===== config.mk =====
export PLATFORM = sky130hd
export DESIGN_NAME = freq_div_calc
export DESIGN_NICKNAME = d
export VERILOG_FILES = /design/src/rtl/freq_div_pkg.sv /design/src/rtl/serial_divider.sv /design/src/rtl/freq_div_calc.sv
export SDC_FILE = /design/constraint.sdc
export NUM_CORES = 1
export LEC_CHECK = 0
export CAP_MARGIN = 20
export CORE_MARGIN = 1
export CORE_UTILIZATION = 60
export CTS_BUF_LIST = sky130_fd_sc_hd__clkbuf_4 sky130_fd_sc_hd__clkbuf_8 sky130_fd_sc_hd__clkbuf_16
export DETAILED_ROUTE_END_ITERATION = 16
export HOLD_SLACK_MARGIN = 0.06
export PLACE_DENSITY_LB_ADDON = 0.2
export SYNTH_ARGS = -nofsm -noshare
export SYNTH_HDL_FRONTEND = slang
export SYNTH_HIERARCHICAL = 1
export SYNTH_SLANG_ARGS = --single-unit

===== constraint.sdc =====
create_clock -name CLK -period 16.3 [get_ports CLK]
set_clock_uncertainty 0.15 [all_clocks]
set_input_delay 3.26 -clock CLK [delete_from_list [all_inputs] [get_ports CLK]]
set_output_delay 3.26 -clock CLK [all_outputs]
set_load 0.01 [all_outputs]

===== src/rtl/freq_div_pkg.sv =====
// Shared types and helpers for the frequency-to-divisor calculator.
// The dividend width doubles as the serial divider's iteration count.
package freq_div_pkg;

   typedef enum logic [1:0] {
      ST_IDLE,
      ST_DIV,
      ST_STORE
   } state_t;

   localparam longint DEFAULT_CLK_HZ = 64'd50_000_000;

   // Width that holds CLK_HZ + f for every f representable in freq_w bits.
   function automatic int num_width(input longint clk_hz, input int freq_w);
      return $clog2(clk_hz + (longint'(1) << freq_w));
   endfunction

endpackage


===== src/rtl/serial_divider.sv =====
// Restoring divider, one quotient bit per clock, MSB first, NUM_W steps.
// done is high during the cycle that performs the final step; quotient is valid the cycle after.
module serial_divider #(
   parameter int NUM_W = 27,
   parameter int DVS_W = 27
) (
   input  logic             CLK,
   input  logic             RST,
   input  logic             start,
   input  logic [NUM_W-1:0] dividend,
   input  logic [DVS_W-1:0] divisor,
   output logic [NUM_W-1:0] quotient,
   output logic             done
);

   localparam int CNT_W = $clog2(NUM_W + 1);

   logic [DVS_W-1:0] rem;
   logic [DVS_W-1:0] dvs;
   logic [NUM_W-1:0] quo;
   logic [CNT_W-1:0] cnt;
   logic             active;

   logic [DVS_W:0]   trial;
   logic [DVS_W-1:0] diff;
   logic             fits;

   // The partial remainder stays below the divisor, so the low DVS_W bits of the difference are exact.
   always_comb begin
      trial = {rem, quo[NUM_W-1]};
      fits  = trial >= {1'b0, dvs};
      diff  = trial[DVS_W-1:0] - dvs;
   end

   // NOTE: sequential state uses non-blocking assignments so every register samples pre-edge values.
   always_ff @(posedge CLK or posedge RST) begin
      if (RST) begin
         rem    <= '0;
         dvs    <= '0;
         quo    <= '0;
         cnt    <= '0;
         active <= 1'b0;
      end else if (start) begin
         rem    <= '0;
         dvs    <= divisor;
         quo    <= dividend;
         cnt    <= CNT_W'(NUM_W);
         active <= 1'b1;
      end else if (active) begin
         rem <= fits ? diff : trial[DVS_W-1:0];
         quo <= {quo[NUM_W-2:0], fits};
         cnt <= cnt - CNT_W'(1);
         if (cnt == CNT_W'(1)) begin
            active <= 1'b0;
         end
      end
   end

   assign quotient = quo;
   assign done     = active && (cnt == CNT_W'(1));

endmodule


===== src/rtl/freq_div_calc.sv =====
// Multi-channel frequency-to-divisor calculator: DIV = floor((CLK_HZ + f) / (2f)),
// recomputed on FREQ change, channels served round-robin through one shared serial divider.
module freq_div_calc
   import freq_div_pkg::*;
#(
   parameter int     CHANNELS = 4,
   parameter int     FREQ_W   = 26,
   parameter int     DIV_W    = 26,
   parameter longint CLK_HZ   = DEFAULT_CLK_HZ
) (
   input  logic                      CLK,
   input  logic                      RST,
   input  logic [CHANNELS*FREQ_W-1:0] FREQ,
   output logic [CHANNELS*DIV_W-1:0]  DIV,
   output logic [CHANNELS-1:0]        DONE,
   output logic [CHANNELS-1:0]        ERR,
   output logic                       BUSY
);

   localparam int NUM_W = num_width(CLK_HZ, FREQ_W);
   localparam int DVS_W = FREQ_W + 1;
   localparam int IDX_W = (CHANNELS > 1) ? $clog2(CHANNELS) : 1;
   localparam int CMP_W = (NUM_W > DIV_W) ? NUM_W : DIV_W;
   localparam logic [CMP_W-1:0] DIV_MAX = CMP_W'({DIV_W{1'b1}});

   logic [FREQ_W-1:0] freq_ch [CHANNELS];
   logic [FREQ_W-1:0] shadow  [CHANNELS];
   logic [DIV_W-1:0]  div_q   [CHANNELS];
   logic [CHANNELS-1:0] pend, changed, granted, err_q, done_q;

   state_t            state, state_nxt;
   logic [IDX_W-1:0]  last, cur, cand, gnt_idx;
   logic              gnt_valid, grant;
   logic [FREQ_W-1:0] gnt_freq, cur_freq;

   logic              div_start, div_done;
   logic [NUM_W-1:0]  dividend, quotient;
   logic [DVS_W-1:0]  divisor;
   logic [CMP_W-1:0]  q_ext;
   logic [DIV_W-1:0]  res_div;
   logic              res_err;

   for (genvar n = 0; n < CHANNELS; n++) begin : g_ch
      assign freq_ch[n]              = FREQ[n*FREQ_W +: FREQ_W];
      assign DIV[n*DIV_W +: DIV_W]   = div_q[n];
      assign changed[n]              = freq_ch[n] != shadow[n];
      assign granted[n]              = grant && (gnt_idx == IDX_W'(n));
   end

   // Round-robin search starting just after the last granted channel.
   // NOTE: every always_comb output gets a default first so no path leaves it unassigned (no latch).
   always_comb begin
      gnt_valid = 1'b0;
      gnt_idx   = '0;
      cand      = '0;
      for (int off = 1; off <= CHANNELS; off++) begin
         cand = IDX_W'((int'(last) + off) % CHANNELS);
         if (!gnt_valid && pend[cand]) begin
            gnt_valid = 1'b1;
            gnt_idx   = cand;
         end
      end
   end

   assign grant     = (state == ST_IDLE) && gnt_valid;
   assign gnt_freq  = freq_ch[gnt_idx];
   assign div_start = grant && (gnt_freq != '0);
   assign dividend  = NUM_W'(CLK_HZ) + NUM_W'(gnt_freq);
   assign divisor   = {gnt_freq, 1'b0};

   serial_divider #(
      .NUM_W (NUM_W),
      .DVS_W (DVS_W)
   ) u_div (
      .CLK      (CLK),
      .RST      (RST),
      .start    (div_start),
      .dividend (dividend),
      .divisor  (divisor),
      .quotient (quotient),
      .done     (div_done)
   );

   always_comb begin
      state_nxt = state;
      case (state)
         ST_IDLE:  if (gnt_valid) state_nxt = (gnt_freq == '0) ? ST_STORE : ST_DIV;
         ST_DIV:   if (div_done) state_nxt = ST_STORE;
         ST_STORE: state_nxt = ST_IDLE;
         default:  state_nxt = ST_IDLE;
      endcase
   end

   // Zero frequency and quotients beyond the output width are flagged as errors.
   always_comb begin
      q_ext   = CMP_W'(quotient);
      res_div = DIV_W'(q_ext);
      res_err = 1'b0;
      if (cur_freq == '0) begin
         res_div = '0;
         res_err = 1'b1;
      end else if (q_ext > DIV_MAX) begin
         res_div = '1;
         res_err = 1'b1;
      end
   end

   always_ff @(posedge CLK or posedge RST) begin
      if (RST) begin
         state    <= ST_IDLE;
         last     <= IDX_W'(CHANNELS - 1);
         cur      <= '0;
         cur_freq <= '0;
         pend     <= '1;
         done_q   <= '0;
         err_q    <= '0;
         // NOTE: the per-channel arrays are small and must reset, since shadow defines what counts as a change.
         for (int n = 0; n < CHANNELS; n++) begin
            shadow[n] <= '0;
            div_q[n]  <= '0;
         end
      end else begin
         state  <= state_nxt;
         done_q <= '0;
         pend   <= ~granted & (pend | changed);
         if (grant) begin
            cur             <= gnt_idx;
            last            <= gnt_idx;
            cur_freq        <= gnt_freq;
            shadow[gnt_idx] <= gnt_freq;
         end
         if (state == ST_STORE) begin
            div_q[cur]  <= res_div;
            err_q[cur]  <= res_err;
            done_q[cur] <= 1'b1;
         end
      end
   end

   assign DONE = done_q;
   assign ERR  = err_q;
   assign BUSY = state != ST_IDLE;

endmodule


* After elaboration in Yosys (flattened, before gate mapping)
Cells that the tools add are included.
Storage, ports and cells: register bits after elaboration 338
Cells by class: mux-type cells 47, equal/unequal tests 12, reductions and logical operators 24, bitwise operators 5, magnitude comparators 12, $add $sub $neg 7
Operator list (number):
- 104-bit bitwise mux | 2
- 26-bit two-way mux | 6
- 27-bit two-way mux | 5
- 26-bit demux with 2-bit select | 2
- 26-bit != test | 4
- 26-bit binary-select mux with 2-bit select | 1
- 26-bit logical NOT | 2
- 28-bit by 27-bit >= comparator with 1-bit output | 1
- 26-bit by 26-bit adder with 27-bit output, first input constant | 1
- 27-bit by 26-bit greater-than comparator with 1-bit output, second input constant | 1
- 27-bit subtractor | 1
- 26-bit nonzero test | 1
- 2-bit by 3-bit less-than comparator with 1-bit output, second input constant | 5
- 1-bit two-way mux | 14
- 2-bit two-way mux | 7
- 1-bit logical AND | 13
- 5-bit two-way mux | 2
- 1-bit binary-select mux with 2-bit select | 4
- 2-bit == test, second input constant | 3
- 3-bit >= comparator, second input constant | 2
- 3-bit by 1-bit less-than comparator with 1-bit output, second input constant | 2
- 2-bit inverter with 3-bit output | 2
- 5-bit by 1-bit == test with 1-bit output, second input constant | 1
- 5-bit by 1-bit subtractor with 5-bit output, second input constant | 1
- 16 further kinds | 24

* Logic depth before layout (Yosys ltp)
Gate-level depths: netlist of run 1.
word-level depth 21, depth in mapped cells 18

* By module
The synthesis of run 1 kept the hierarchy.
Modules (own cells, without submodules):
- freq_div_calc | cells an instance 1127, instances 1, area each 11868.9 um2, sequential area each 6313.6 um2
- serial_divider | cells an instance 607, instances 1, area each 5308.8 um2, sequential area each 2177.1 um2

* Worst setup path after synthesis of run 1
Ideal clock, no wire load.
kind input to register, start in FREQ[71], end reg u_div.dvs[15], buffers on the path 3, cell stages on the path 12, data arrival time 5085 ps, setup slack 10932 ps, setup time 133 ps, cell sequence mux2i_1 mux2_2 inv_1 nor3_2 nand3_2 nor3_2 nor2_1 clkbuf_1 clkbuf_1 clkbuf_1 nand2_1 o21ai_0
Between the ends: longest elaborated chain between the ends 5
RTL lines:
- start: declaration | line freq_div_calc.sv:13 | input logic [CHANNELS*FREQ_W-1:0] FREQ,
- 26-bit binary-select mux with 2-bit select | line freq_div_calc.sv:66 | assign gnt_freq = freq_ch[gnt_idx];
- 26-bit two-way mux (not written as such) (2 in a row) | line freq_div_calc.sv:66
- net gnt_freq[19] | line freq_div_calc.sv:34 | logic [FREQ_W-1:0] gnt_freq, cur_freq;
- 26-bit nonzero test | line freq_div_calc.sv:67 | assign div_start = grant && (gnt_freq != '0);
- 1-bit logical AND | line freq_div_calc.sv:67
- net div_start | line freq_div_calc.sv:36 | logic div_start, div_done;
- end signal: assignment | line serial_divider.sv:45 | dvs <= divisor;
- end: declaration | line serial_divider.sv:19 | logic [DVS_W-1:0] dvs;
The timed path passes the listed nets, and every way through them passes these cells. The select of a mux whose other input is x is not followed. A chain may end at the register's enable or synchronous reset.

* Final worst setup path of run 1
start in FREQ[97], end reg u_div.rem[26]
Between the ends: longest elaborated chain between the ends 6, elaborated cells on any way between the ends 7, classes of those cells 4 x mux; 3 x reduce/logical
RTL lines:
- 26-bit binary-select mux with 2-bit select (*) | line freq_div_calc.sv:66
- 26-bit two-way mux (not written as such) (*) (2 in a row) | line freq_div_calc.sv:66
- net gnt_freq[19] | line freq_div_calc.sv:34
- 26-bit nonzero test (*) | line freq_div_calc.sv:67
- 1-bit logical AND (*) | line freq_div_calc.sv:67
- net div_start | line freq_div_calc.sv:36
- 27-bit two-way mux / 2-bit nonzero test (equally long branches)
- end signal: assignment | line serial_divider.sv:50 | rem <= fits ? diff : trial[DVS_W-1:0];
- end: declaration | line serial_divider.sv:18 | logic [DVS_W-1:0] rem;
The timed path passes the listed nets; every way through them passes the cells marked *. The select of a mux whose other input is x is not followed.

==> summary.md, run 1 <==
| Metric | Value |
|---|---|
| Post-route DRC | `0` |
| Inserted Clock Buffers | `36` |
| Net Count, Synth | `1871` |
| Pwr Density | `202 mW/mm^2` |
| Final hold violations | `0` |
| Post-synth top flop | `dfrtp_1` |
| Core ar. | `0.0280 mm^2` |
| Grt peak-use layer | `met2` |
| Slew Limit Fails | `0` |
| Clock network power share | `19.9%` |
| Most instantiated cells after synthesis | `dfrtp_1, nand2_1, o21ai_0` |
| P_int | `0.00242 W` |
| Reg2reg end | `u_div/rem[26]` |
| R2r startpoint | `pend[3]` |
| Die height | `171 um` |
| FILL cells | `1964` |
| Tmin final | `6.89 ns` |
| WP data arrival | `7.10 ns` |
| Synth top area share | `48.5%` |
| Htree depth | `2` |
| Vias per cell | `6.04` |
| Outcome | `completed` |
| Vias in the first global route | `13800` |
| Crit path required time | `16.51 ns` |
| IO Port Bufs | `218` |
| Net Sw Frac | `42.8%` |
| Hold_sp | `DIV[3]` |
| Yosys warns | `6` |
| DR iter-0 viols | `1595` |
| Grt ovf | `0` |
| Post-Route Utilization | `74.5%` |
| Routed wire length per instance | `20.8 um` |
| Number of synthesized flops with an enable pin | `0` |
| Logic pwr share | `50.3%` |
| FP Rows | `61` |
| Reg power frac | `29.8%` |
| Fraction of the cycle the final worst path needs | `42.3%` |
| Slew margin rel. | `27.8%` |
| Netlist Area Pre-Place | `0.0172 mm^2` |
| Worst setup SP type | `input pin` |
| Tightest Pin Transition | `1.08 ns` |
| Peak supply drop | `0.000160 V` |
| Max Clk Rate | `145 MHz` |
| Sequential cell area fraction in the yosys report | `49.4%` |
| DRT Pass-1 Iters | `6` |
| Avg Cell Area, Syn | `9.91 um^2` |
| P&R area growth vs syn | `21.5%` |
| Die Wd | `171 um` |
| Clock root buffer | `clkbuf_16` |
| Yosys reg bits | `339` |
| Crit Path Max Fanout | `94` |
| Overall Global Routing Usage | `33.5%` |
| Final setup vio count | `0` |
| Cts repair resizes | `0` |
| Setup_tns | `0 ns` |
| Sw Pwr | `0.00181 W` |
| Leading area contributor after synthesis | `dfrtp_1` |
| Initial Util | `61.3%` |
| Post-route ant nets | `0` |
| Final Cell Area | `0.0209 mm^2` |
| Final Wtd Congestion | `0.989` |
| Clk sinks | `339` |
| Worst hold path cell count | `2` |
| Worst hold endpoint | `DIV[3]` |
| Largest net degree at the start of global routing | `115` |
| Share of cells above drive strength 1 | `10.0%` |
| Critical path class | `input pin to flip-flop` |
| Max-cap violations | `0` |
| Global Route met1 Usage | `45.8%` |
| Clk buf depth | `3` |
| Hold WC Path Type | `flip-flop to flip-flop` |
| FF-to-FF setup slack | `10.76 ns` |
| Power, Total | `0.00422 W` |
| Top cells by area, synth | `dfrtp_1, o21ai_0, nand2_1` |
| Cells after DPL | `2267` |
| Cells after Synth | `1734` |
| CTS tree | `done` |
| First-pass GRT wire length | `75600 um` |
| Placed Area | `0.0196 mm^2` |
| Synth unique cells | `81` |
| Post-CTS setup buffer count | `0` |
| Lkg Pwr | `9.64 nW` |
| Hold_buf cts | `0` |
| Hpwl dp | `34200 um` |
| Asr flop ratio synth | `100%` |
| Routing usage on met3 | `6.30%` |
| Die area | `0.0293 mm^2` |
| Post-route insts no fill | `2330` |
| CTS clk-pin slew, worst paths | `0.06 ns` |
| Initial antenna violation count | `2` |
| Critical Path End Type | `flip-flop` |
| GRT met2 Usage | `52.5%` |
| Reg2reg path depth | `14` |
| I/O pins | `219` |
| Count leader, synth | `dfrtp_1` |
| Final layout net count | `2065` |
| Worst-Skew Late Latency | `0.53 ns` |
| Via count | `14100` |
| RSZ-0062 raised after global routing | `no` |
| Wirelength, routed | `48500 um` |
worst max path at each step:
stage,start,slack [ns],to,cells after the start
2_1_floorplan,RST,5.97,DIV[0],1
3_3_place_gp,FREQ[96],9.13,u_div/rem[26],13
3_5_place_dp,FREQ[70],8.98,u_div/rem[26],13
4_1_cts,FREQ[97],9.51,u_div/rem[26],13
5_1_grt,FREQ[97],9.17,u_div/rem[26],13
6_report,FREQ[97],9.41,u_div/rem[26],13
per-layer routing:
metal / wire [um] / vias up / share of wire, %
li1: - / 6364 / -
met3: 4430 / 130 / 9.1
met2: 22200 / 737 / 46
met1: 19900 / 6837 / 41
met4: 1970 / 0 / 4.1
met5: 0 / - / 0
stage by stage:
stage | hold WS [ns] | setup slack [ns]
final | 0.325 | 9.41
after global routing | 0.349 | 9.17
after CTS | 0.330 | 9.51
after detailed placement | 0.316 | 8.98
after global placement | 0.311 | 9.13
after floorplan | 0.291 | 5.97
cells by family after synthesis:
family / Yosys count / share of synthesized area, %
buffers and inverters: 154 / 4.08
AO/OA/AOI/OAI: 409 / 13.9
multiplexers: 163 / 10.3
flip-flops: 339 / 49.4
AND/OR/NAND/NOR: 499 / 13.0
adder cells (fa/ha/maj): 31 / 2.30
other: 1 / 0.0218
XOR/XNOR: 138 / 7.04
registers in the layout (all words and copies together), names as in the netlist, 5 cells and up:
register	flops
u_div/rem	27
u_div/dvs	27
cur_freq	26
shadow	104
u_div/cnt	5
DIV	104
u_div/quotient	27
placed cells by master, fill, tap and decap left out, types with 4 or more instances in the layout:
cell type and instances:
mux2_2 64, and3_1 6, or3_1 13, nand4_1 23, inv_1 60, nand2b_1 6
o21ai_0 260, o21ai_1 4, dfstp_2 6, nand2_1 326, dfrtp_1 332, nor4_1 24
clkbuf_8 4, clkinv_2 5, clkbuf_16 37, nor3_1 13, a211oi_1 16, a311oi_1 14
mux2_4 4, a21oi_1 46, nand3_1 14, o211ai_1 5, a21o_1 13, bufinv_16 4
xnor2_1 86, buf_4 27, xor2_1 52, nor2_1 43, o21a_1 8, nor2b_1 4
mux2i_1 92, o21bai_1 6, clkbuf_4 7, clkdlybuf4s50_1 218, ha_1 30
layout make-up:
cell class,instances,area [um^2],share of cell area (%)
tap,378,473,2.27
multi-input combinational,1241,8030,38.5
inverter,64,249,1.19
sequential,339,8490,40.7
antenna,2,5.00,0.0240
timing repair buffer,246,2410,11.6
clock inverter,12,175,0.840
clock buffer,48,1030,4.95
worst max-delay path, cell delays in order:
cell and delay, ns:
clkdlybuf4s50_1 0.49, mux2i_1 0.13, mux2_2 0.44, inv_1 0.19, nor3_2 0.10, nand3_2 0.14
nor3_2 0.09, nor2_4 0.62, buf_4 0.80, inv_1 0.30, and3_1 0.23, a41oi_1 0.16
o41ai_1 0.11
power by group through the flow:
stage               combinational [W]  sequential, W  clock (W)
floorplan                     0.00150        0.00122          0
global placement              0.00201        0.00126          0
detailed placement            0.00206        0.00126          0
CTS                           0.00208        0.00125   0.000846
global route                  0.00228        0.00129   0.000880
finish                        0.00212        0.00126   0.000840
Note: power is estimated with default switching activity, not from simulation.
==> run 2: changes to the inputs <==
--- a/config.mk
+++ b/config.mk
@@ -7,7 +7,7 @@
 export LEC_CHECK = 0
 export CAP_MARGIN = 20
 export CORE_MARGIN = 1
-export CORE_UTILIZATION = 60
+export CORE_UTILIZATION = 56
 export CTS_BUF_LIST = sky130_fd_sc_hd__clkbuf_4 sky130_fd_sc_hd__clkbuf_8 sky130_fd_sc_hd__clkbuf_16
 export DETAILED_ROUTE_END_ITERATION = 16
 export HOLD_SLACK_MARGIN = 0.06
==> constraint.sdc (replaced) <==
create_clock -name CLK -period 6.55 [get_ports CLK]
set_clock_uncertainty 0.15 [all_clocks]
set_input_delay 1.31 -clock CLK [delete_from_list [all_inputs] [get_ports CLK]]
set_output_delay 1.31 -clock CLK [all_outputs]
set_load 0.01 [all_outputs]
==> run 2 against run 1 <==
  * Total power increased to 2.5 times the previous value
  * Routed wire length decreased by 1.9%
  * Utilization decreased by 4.2 points
  * Clock power increased to 2.6 times the previous value
  * Sequential power increased to 2.5 times the previous value
  * Register-to-register slack got worse by 8.7 ns
  * Combinational power increased to 2.5 times the previous value
==> summary.md, run 2 (synthesis gave the netlist of run 1 again) <==
| Metric | Value |
|---|---|
| WP data arrival | `4.79 ns (-2.31 ns)` |
| Hold WC Path Type | `flip-flop to flip-flop` |
| FP Rows | `63 (+3.3%)` |
| Global Route met1 Usage | `44.0% (-1.8 points)` |
| Wirelength, routed | `47600 um (-1.9%)` |
| Max-cap violations | `0 (unchanged)` |
| Pwr Density | `507 mW/mm^2 (+150%)` |
| Setup_tns | `0 ns (unchanged)` |
| Inserted Clock Buffers | `36 (unchanged)` |
| GRT met2 Usage | `46.8% (-5.7 points)` |
| CP max stage cell | `a31oi_4` |
| FILL cells | `2245 (+14%)` |
| Clock root buffer | `clkbuf_16` |
| Reg2reg path depth | `16 (+2)` |
| Final hold violations | `0 (unchanged)` |
| Core ar. | `0.0299 mm^2 (+6.7%)` |
| Final setup vio count | `0 (unchanged)` |
| Initial antenna violation count | `0 (-2)` |
| Largest net degree at the start of global routing | `194 (+69%)` |
| CTS tree | `done` |
| Worst path max stage delay | `0.63 ns (-0.17 ns)` |
| Clk buf depth | `3 (unchanged)` |
| Grt peak-use layer | `met2` |
| Outcome | `completed` |
| Clk sinks | `339 (unchanged)` |
| Vias per cell | `5.93 (-1.7%)` |
| Commonest non-fill, non-tap cell in the layout | `dfrtp_1` |
| Final layout net count | `2069 (+0.19%)` |
| R2r startpoint | `last[1]` |
| Htree depth | `2 (unchanged)` |
| Worst setup SP type | `flip-flop` |
| Grt ovf | `0 (unchanged)` |
| Initial Util | `57.5% (-3.8 points)` |
| Reg2reg end | `u_div/rem[26]` |
| Cts repair resizes | `0 (unchanged)` |
| RSZ-0062 raised after global routing | `no` |
| DR iter-0 viols | `1521 (-4.6%)` |
| P&R area growth vs syn | `22.2%` |
| Share of cells above drive strength 1 | `10.3% (+0.27 points)` |
| Critical path's top delay family | `simple AND/OR/NAND/NOR gates` |
| Tmin final | `4.53 ns` |
| Crit path launch | `last[1]` |
| Slew Limit Fails | `0 (unchanged)` |
| Final Wtd Congestion | `0.978 (-1.1%)` |
| Antenna Cells | `0 (-2)` |
| Crit path required time | `6.81 ns (-9.70 ns)` |
| Hold slack final | `0.325 ns (-0.000826 ns)` |
| Most frequent cells in the layout | `dfrtp_1, nand2_1, o21ai_0, clkdlybuf4s50_1, mux2i_1` |
| Via count | `13900 (-0.97%)` |
| Hpwl dp | `34100 um (-0.22%)` |
| CP cell instances | `nand3b_1, a31oi_4, buf_16, buf_12, mux2i_1, mux2_4, inv_1, nor4_1, nand4_1, nor3_2, nor2_4, buf_4, inv_1, and3_1, a41oi_1, o41ai_1` |
| Tightest Pin Transition | `1.27 ns (+0.187 ns)` |
| Slew margin rel. | `15.6% (-12 points)` |
| Die area | `0.0314 mm^2 (+7.1%)` |
| Die height | `177 um (+3.5%)` |
| CTS clk-pin slew, worst paths | `0.06 ns (about the same)` |
| Critical path class | `flip-flop to flip-flop` |
| DRT Pass-1 Iters | `6 (unchanged)` |
| Most used cell, CP | `inv_1` |
| FF-to-FF setup slack | `2.02 ns (-8.74 ns)` |
| Number of cells on the critical path | `16 (+3)` |
| CP endpoint | `u_div/rem[26]` |
| Worst Path Buf+Inv | `5 (+1)` |
| Vias in the first global route | `13300 (-3.2%)` |
| IO Port Bufs | `218 (unchanged)` |
| Worst-Skew Late Latency | `0.52 ns (about the same)` |
| Hold_buf cts | `0 (unchanged)` |
| Peak supply drop | `0.000351 V (+120%)` |
| Die Wd | `177 um (+3.5%)` |
| Max Clk Rate | `221 MHz` |
| Post-route ant nets | `0 (unchanged)` |
| Lkg Pwr | `9.69 nW (+0.54%)` |
| First-pass GRT wire length | `74300 um (-1.8%)` |
| Routed wire length per instance | `20.3 um (-2.7%)` |
| Post-CTS setup buffer count | `0 (unchanged)` |
| Post-route DRC | `0 (unchanged)` |
| Crit Path Max Fanout | `30 (-68%)` |
| I/O pins | `219 (unchanged)` |
| Fraction of the cycle the final worst path needs | `69.2%` |
| Routing usage on met3 | `4.55% (-1.8 points)` |
| Overall Global Routing Usage | `30.6% (-2.9 points)` |
| Critical Path End Type | `flip-flop` |
## run 2: metrics by stage
stage	util (%)	worst slack [ns]	area, um^2	power (W)	cells
2_1_floorplan	-	1.78	17200	0.00676	1734
4_1_cts	70.1	1.90	21000	0.0105	2346
3_5_place_dp	65.9	1.89	19700	0.00831	2282
5_1_grt	70.3	1.77	21000	0.0112	2348
3_3_place_gp	65.9	2.01	19700	0.00820	2282
6_report	70.3	2.02	21000	0.0106	2348
## run 2: power breakdown
group / total (W) / switching, W / leakage (nW) / internal (W)
Sequential: 0.00315 / 0.000443 / 4.15 / 0.00270
Clock: 0.00217 / 0.000829 / 0.632 / 0.00134
Combinational: 0.00532 / 0.00323 / 4.91 / 0.00209
Total: 0.0106 / 0.00450 / 9.69 / 0.00613
## run 2: how the worst min path moves through the flow
| stage | cells past startpoint | to | slack (ns) | from |
|---|---|---|---|---|
| 2_1_floorplan | 2 | cur_freq[11] | 0.29 | cur_freq[11] |
| 3_3_place_gp | 2 | DIV[18] | 0.31 | DIV[18] |
| 3_5_place_dp | 2 | cur_freq[5] | 0.31 | cur_freq[5] |
| 4_1_cts | 2 | DIV[82] | 0.33 | DIV[82] |
| 5_1_grt | 2 | DIV[82] | 0.35 | DIV[82] |
| 6_report | 2 | DIV[82] | 0.32 | DIV[82] |
## run 2: final cells by class
type / instances / area, um^2 / area share (%)
clock inverters: 12 / 209 / 0.996
repair buffers: 250 / 2460 / 11.7
well taps: 390 / 488 / 2.32
inverters: 64 / 245 / 1.17
multi-input cells: 1241 / 8020 / 38.2
flip-flops and latches: 339 / 8490 / 40.5
clock buffers: 52 / 1070 / 5.10
## run 2: worst reg2reg max path, stage by stage (launching register included)
cell and delay [ns]:
dfstp_2 0.60, nand3b_1 0.14, a31oi_4 0.63, buf_16 0.24, buf_12 0.26, mux2i_1 0.26
mux2_4 0.25, inv_1 0.11, nor4_1 0.33, nand4_1 0.17, nor3_2 0.34, nor2_4 0.21
buf_4 0.25, inv_1 0.16, and3_1 0.18, a41oi_1 0.05, o41ai_1 0.11
## run 2: routing by layer
layer / wire length, um / vias up
li1: - / 6387
met1: 21000 / 6841
met2: 21400 / 578
met3: 3430 / 126
met4: 1730 / 0
met5: 0 / -
==> RTL change 1: new RTL, config.mk and constraints of run 2 <==
The parameter `FREQ_W` goes from 26 to 30.
--- a/src/rtl/freq_div_calc.sv
+++ b/src/rtl/freq_div_calc.sv
@@ -5,5 +5,5 @@
 #(
    parameter int     CHANNELS = 4,
-   parameter int     FREQ_W   = 26,
+   parameter int     FREQ_W   = 30,
    parameter int     DIV_W    = 26,
    parameter longint CLK_HZ   = DEFAULT_CLK_HZ
Interface: changed (resized FREQ); port bits go from 219 to 235. The function was not compared with the original's and may differ.
==> RTL change 1 against run 2 <==
- clock power up 6%
- setup slack worse by 0.78 ns
- sequential power down 4%
- critical endpoint is now u_div/dvs[0]
- cell area up 11%
- sequential cell count up 32
- final cell count up 14%
- power down 16%
- hold slack better by 0.0030 ns
- synthesized cell count up 15%
- routed wire length up 16%
- largest cell class unchanged
- sequential share of layout area down 0.69 points
- area after synthesis up 12%
==> RTL change 1: results (changes against run 2) <==
- Largest net degree at the start of global routing: 126 (-35%)
- Met2 Use GR: 0.485 (+0.0170)
- Ranking of synthesized cells by area: dfrtp_1 (47%), o21ai_0 (7.5%), nand2_1 (7.5%), mux2i_1 (5.1%), xor2_1 (4.8%)
- Yosys cell types: 87 (+7.4%)
- YS warnings: 6 (unchanged)
- Root buf cell: clkbuf_16
- Layout cells sized above 1: 0.100 (-0.00266)
- TritonRoute pass-1 iters: 5 (-1)
- VDD IR max: 227 uV (-35%)
- Asr flop ratio synth: 1.00 (unchanged)
- FILL cells: 2,631 (+17%)
- Critical path arrival: 5.58 ns (+0.79 ns)
- Worst-path fanout max: 70 (+130%)
- Max FFs per register: 120
- Postcts setup bufs: 0 (unchanged)
- Slew headroom: 0.299 (+0.143)
- Initial antenna violation count: 0 (unchanged)
- Net Count, Synth: 2,143 (+15%)
- Ys flop type: dfrtp_1
- Final layout net count: 2,348 (+13%)
- Number of global-route vias before repair: 15,300 (+14%)
- Initial drt markers: 1,271 (-16%)
- Final WL: 55,300 um (+16%)
- Cell Area, Placed: 0.0220 sq mm (+12%)
- Run status: complete, no violations
- CTS resizes: 0 (unchanged)
- Placer Congestion: 0.961 (-1.8%)
- GRT Resource Usage Total: 0.314 (+0.00779)
- Buffers on Ports: 234 (+7.3%)
- LEAKAGE: 11.0 nW (+13%)
- Met1 Use GR: 0.446 (+0.00624)
- HPWL Detailed: 40,500 um (+19%)
- XOR/XNOR Fraction of Synth Area: 0.0754 (+0.00499)
- Top cells by count, synth: nand2_1 (383), dfrtp_1 (365), o21ai_0 (290)
- Multiplexer area fraction after synthesis: 0.0922 (-0.0108)
- Post-synthesis compound-gate area fraction: 0.142 (+0.00351)
- Worst skew pair latency: 0.54 ns (+0.02 ns)
- Register area share after synthesis: 0.482 (-0.0127)
- Vias per cell: 5.90 (-0.50%)
- Post-Synth Adder-Cell Area: 0.0231 (+0.0000684)
- Clk slew on worst S/H paths: 0.06 ns (about the same)
- CTS max path bufs: 3 (unchanged)
- First-pass GRT wire length: 86,400 um (+16%)
- CTS buffer count: 38 (+5.6%)
- Hold Path Class: reg2reg
- Grt met3 use: 0.0503 (+0.00481)
- H-tree depth reported by CTS: 2 (unchanged)
- Largest Register: shadow
## RTL change 1: cells by family after synthesis
| logic type | after synthesis |
|---|---|
| simple gates | 609 |
| compound gates | 458 |
| flops | 371 |
| buf+inv | 179 |
| mux | 167 |
| xor+xnor | 166 |
| fa+ha+maj | 35 |
| other cells | 1 |
## RTL change 1: critical path, stage by stage (launching register included)
cell and delay (ns):
dfstp_2 0.59, nand3b_1 0.13, a31oi_4 0.63, buf_4 0.44, mux2i_1 0.19, mux2i_1 0.79, nor4_1 0.11, nand3_1 0.21
nor4_2 0.11, nor2_4 0.77, buf_12 0.35, buf_4 0.30, mux2_2 0.36
## RTL change 1: final timing paths
path / end / cells past startpoint / slack (ns) / from
min in group asynchronous: DIV[86] / 2 / 1.15 / RST
min reg2reg: cur_freq[10] / 2 / 0.33 / cur_freq[10]
max: u_div/dvs[0] / 12 / 1.24 / last[1]
min: cur_freq[10] / 2 / 0.33 / cur_freq[10]
max in group asynchronous: shadow[108] / 3 / 3.98 / RST
max reg2reg: u_div/dvs[0] / 12 / 1.24 / last[1]
## RTL change 1: final cells by class
cell class,count,area [sq um],area share
Sequential cell,371,9300,0.398
Multi-Input combinational cell,1436,9210,0.394
Timing Repair Buffer,275,2700,0.115
Clock buffer,53,1140,0.0487
Tap cell,448,561,0.0240
Inverter,69,265,0.0113
Clock inverter,16,211,0.00905
Antenna cell,1,2.50,0.000107
## RTL change 1: power breakdown
| part | switching [mW] | leakage (nW) | total (mW) | internal (mW) |
|---|---|---|---|---|
| Combinational | 2.27 | 5.77 | 3.63 | 1.36 |
| Sequential | 0.307 | 4.55 | 3.03 | 2.72 |
| Clock | 0.925 | 0.671 | 2.31 | 1.38 |
## RTL change 1: through the flow
step	hold slack (ns)	setup slack (ns)	util	std cells	total power, mW
2_1_floorplan	0.288	1.50	-	1986	5.48
3_3_place_gp	0.301	1.41	0.653	2598	6.52
3_5_place_dp	0.313	1.41	0.653	2598	6.59
4_1_cts	0.328	1.39	0.693	2667	8.92
5_1_grt	0.351	1.09	0.694	2668	9.39
6_report	0.328	1.24	0.694	2669	8.96
## RTL change 1: routing by layer
layer	up-vias	part of all wire
met5	-	0
li1	7274	-
met3	122	0.077
met4	0	0.036
met2	705	0.45
met1	7656	0.44
==> RTL change 2: new RTL, settings of run 2 <==
Made on the original files. Make the reset (`RST`) synchronous in 2 clocked blocks.
--- a/src/rtl/serial_divider.sv
+++ b/src/rtl/serial_divider.sv
@@ -34,5 +34,5 @@
 
    // NOTE: sequential state uses non-blocking assignments so every register samples pre-edge values.
-   always_ff @(posedge CLK or posedge RST) begin
+   always_ff @(posedge CLK) begin
       if (RST) begin
          rem    <= '0;
--- a/src/rtl/freq_div_calc.sv
+++ b/src/rtl/freq_div_calc.sv
@@ -106,5 +106,5 @@
    end
 
-   always_ff @(posedge CLK or posedge RST) begin
+   always_ff @(posedge CLK) begin
       if (RST) begin
          state    <= ST_IDLE;
Behaviour: differs if RST is asserted again (counterexample within 4 cycles, from zero or initial values and one cycle with RST high); with RST held inactive, the same outputs for 4 cycles.
==> RTL change 2 against run 2 <==
- cell area is 1.4% lower
- routed wire length decreased by 0.39%
- via count shrank 5.6%
- sequential cell count stayed put
- final cell count fell by 4.8%
- area after synthesis is 2.3% lower
- sequential share of layout area rose by 2.4 points
- global-route usage barely moved
- setup slack got worse by 0.54 ns
- sequential power down 9.5%
- power decreased by 25%
- critical path type unchanged
- critical endpoint is now u_div/rem[23]
- highest routed layer unchanged
==> RTL change 2: results (changes against run 2) <==
- Run status: complete, no violations
- VDD IR max: 273 uV (-22%)
- Final WL: 47,400 um (-0.39%)
- Net Count, Synth: 1,744 (-6.8%)
- Register area share after synthesis: 0.528 (+0.0342)
- HPWL Detailed: 34,900 um (+2.2%)
- First-pass GRT wire length: 71,800 um (-3.3%)
- TritonRoute pass-1 iters: 7 (+1)
- Worst-path fanout max: 21 (-30%)
- GRT Resource Usage Total: 0.306 (about the same)
- Yosys cell types: 86 (+6.2%)
- FILL cells: 2,190 (-2.4%)
- Top cells by count, synth: nor2_1 (306), edfxtp_1 (208), dfxtp_1 (131)
- Cell Area, Placed: 0.0194 sq mm (-1.6%)
- Ranking of synthesized cells by area: edfxtp_1 (37%), dfxtp_1 (16%), nor2_1 (6.8%), mux2i_1 (6.2%), xnor2_1 (3.8%)
- Number of global-route vias before repair: 12,700 (-5.1%)
- Final layout net count: 1,955 (-5.5%)
- Post-synth EDFFs: 208 (+208)
- Initial drt markers: 1,345 (-12%)
- Vias per cell: 5.88 (-0.89%)
- Layout cells sized above 1: 0.0850 (-0.0176)
- Origin of the worst setup path: pend[3]
- LEAKAGE: 8.39 nW (-13%)
- Largest net degree at the start of global routing: 88 (-55%)
- Critical path arrival: 5.36 ns (+0.57 ns)
- Ys flop type: edfxtp_1
## RTL change 2: cell types whose count changed in the layout (fill, tap and decap cells not counted), moves of 12 or more
cell,before,now
a21o_1,13,39
a21oi_1,47,77
a311oi_1,14,2
dfrtp_1,332,0
dfxtp_1,0,130
edfxtp_1,0,208
inv_1,60,96
mux2_2,64,19
mux2i_1,92,104
nand2_1,327,55
nor2_1,43,305
o21ai_0,260,65
xnor2_1,86,72
xor2_1,52,69
## RTL change 2: critical path, stage by stage (launching register included)
cell and delay (ns):
dfxtp_1 0.41, or2_2 0.38, a221oi_4 0.63, buf_4 0.29, mux4_2 0.63, nor4_1 0.33
nand4_1 0.15, nor4_2 0.45, nor2_4 0.05, nor2_1 0.78, buf_4 0.38, and3_1 0.20
a32oi_1 0.06, o21ai_1 0.10
## RTL change 2: logic make-up (layout without fill, tap and decap cells)
family          Yosys count  after routing  share of synthesized area
simple gates            514            514                      0.139
flops                   339            339                      0.528
compound gates          274            274                      0.108
buf+inv                 176            415                     0.0441
xor+xnor                141            141                     0.0736
mux                     131            131                     0.0835
fa+ha+maj                31             31                     0.0236
other cells               1              1                   0.000223
## RTL change 2: worst paths after layout
kind	end	slack, ns	depth (start not counted)
worst max register to register	u_div/rem[23]	1.48	13
worst min register to register	cur_freq[5]	0.31	1
worst max-delay path	u_div/rem[23]	1.48	13
worst min-delay path	cur_freq[5]	0.31	1
## RTL change 2: routing by layer
metal  part of all wire  up-vias  GRT usage
met2               0.47      619      0.488
met3              0.078      104     0.0426
met5                  0        -          0
met4              0.037        0      0.122
li1                   -     6089          -
met1               0.42     6338      0.423
## RTL change 2: layout make-up
| type | instances | area share |
|---|---|---|
| inverters | 99 | 0.0180 |
| multi-input cells | 1092 | 0.347 |
| repair buffers | 250 | 0.120 |
| well taps | 390 | 0.0236 |
| clock buffers | 51 | 0.0539 |
| flip-flops and latches | 339 | 0.429 |
| clock inverters | 15 | 0.00858 |
## RTL change 2: where the power goes
| group | switching (mW) | internal (mW) |
|---|---|---|
| Sequential | 0.220 | 2.63 |
| Clock | 0.840 | 1.32 |
| Combinational | 1.85 | 1.14 |
## RTL change 2: per-stage QoR
step / util / power, mW / instances / hold WS (ns) / setup WS, ns
2_1_floorplan: - / 4.84 / 1607 / 0.277 / 2.28
3_3_place_gp: 0.653 / 5.72 / 2165 / 0.285 / 1.26
3_5_place_dp: 0.655 / 5.80 / 2168 / 0.293 / 1.26
4_1_cts: 0.699 / 7.94 / 2234 / 0.308 / 1.55
5_1_grt: 0.700 / 8.34 / 2236 / 0.317 / 1.16
6_report: 0.700 / 8.00 / 2236 / 0.308 / 1.48
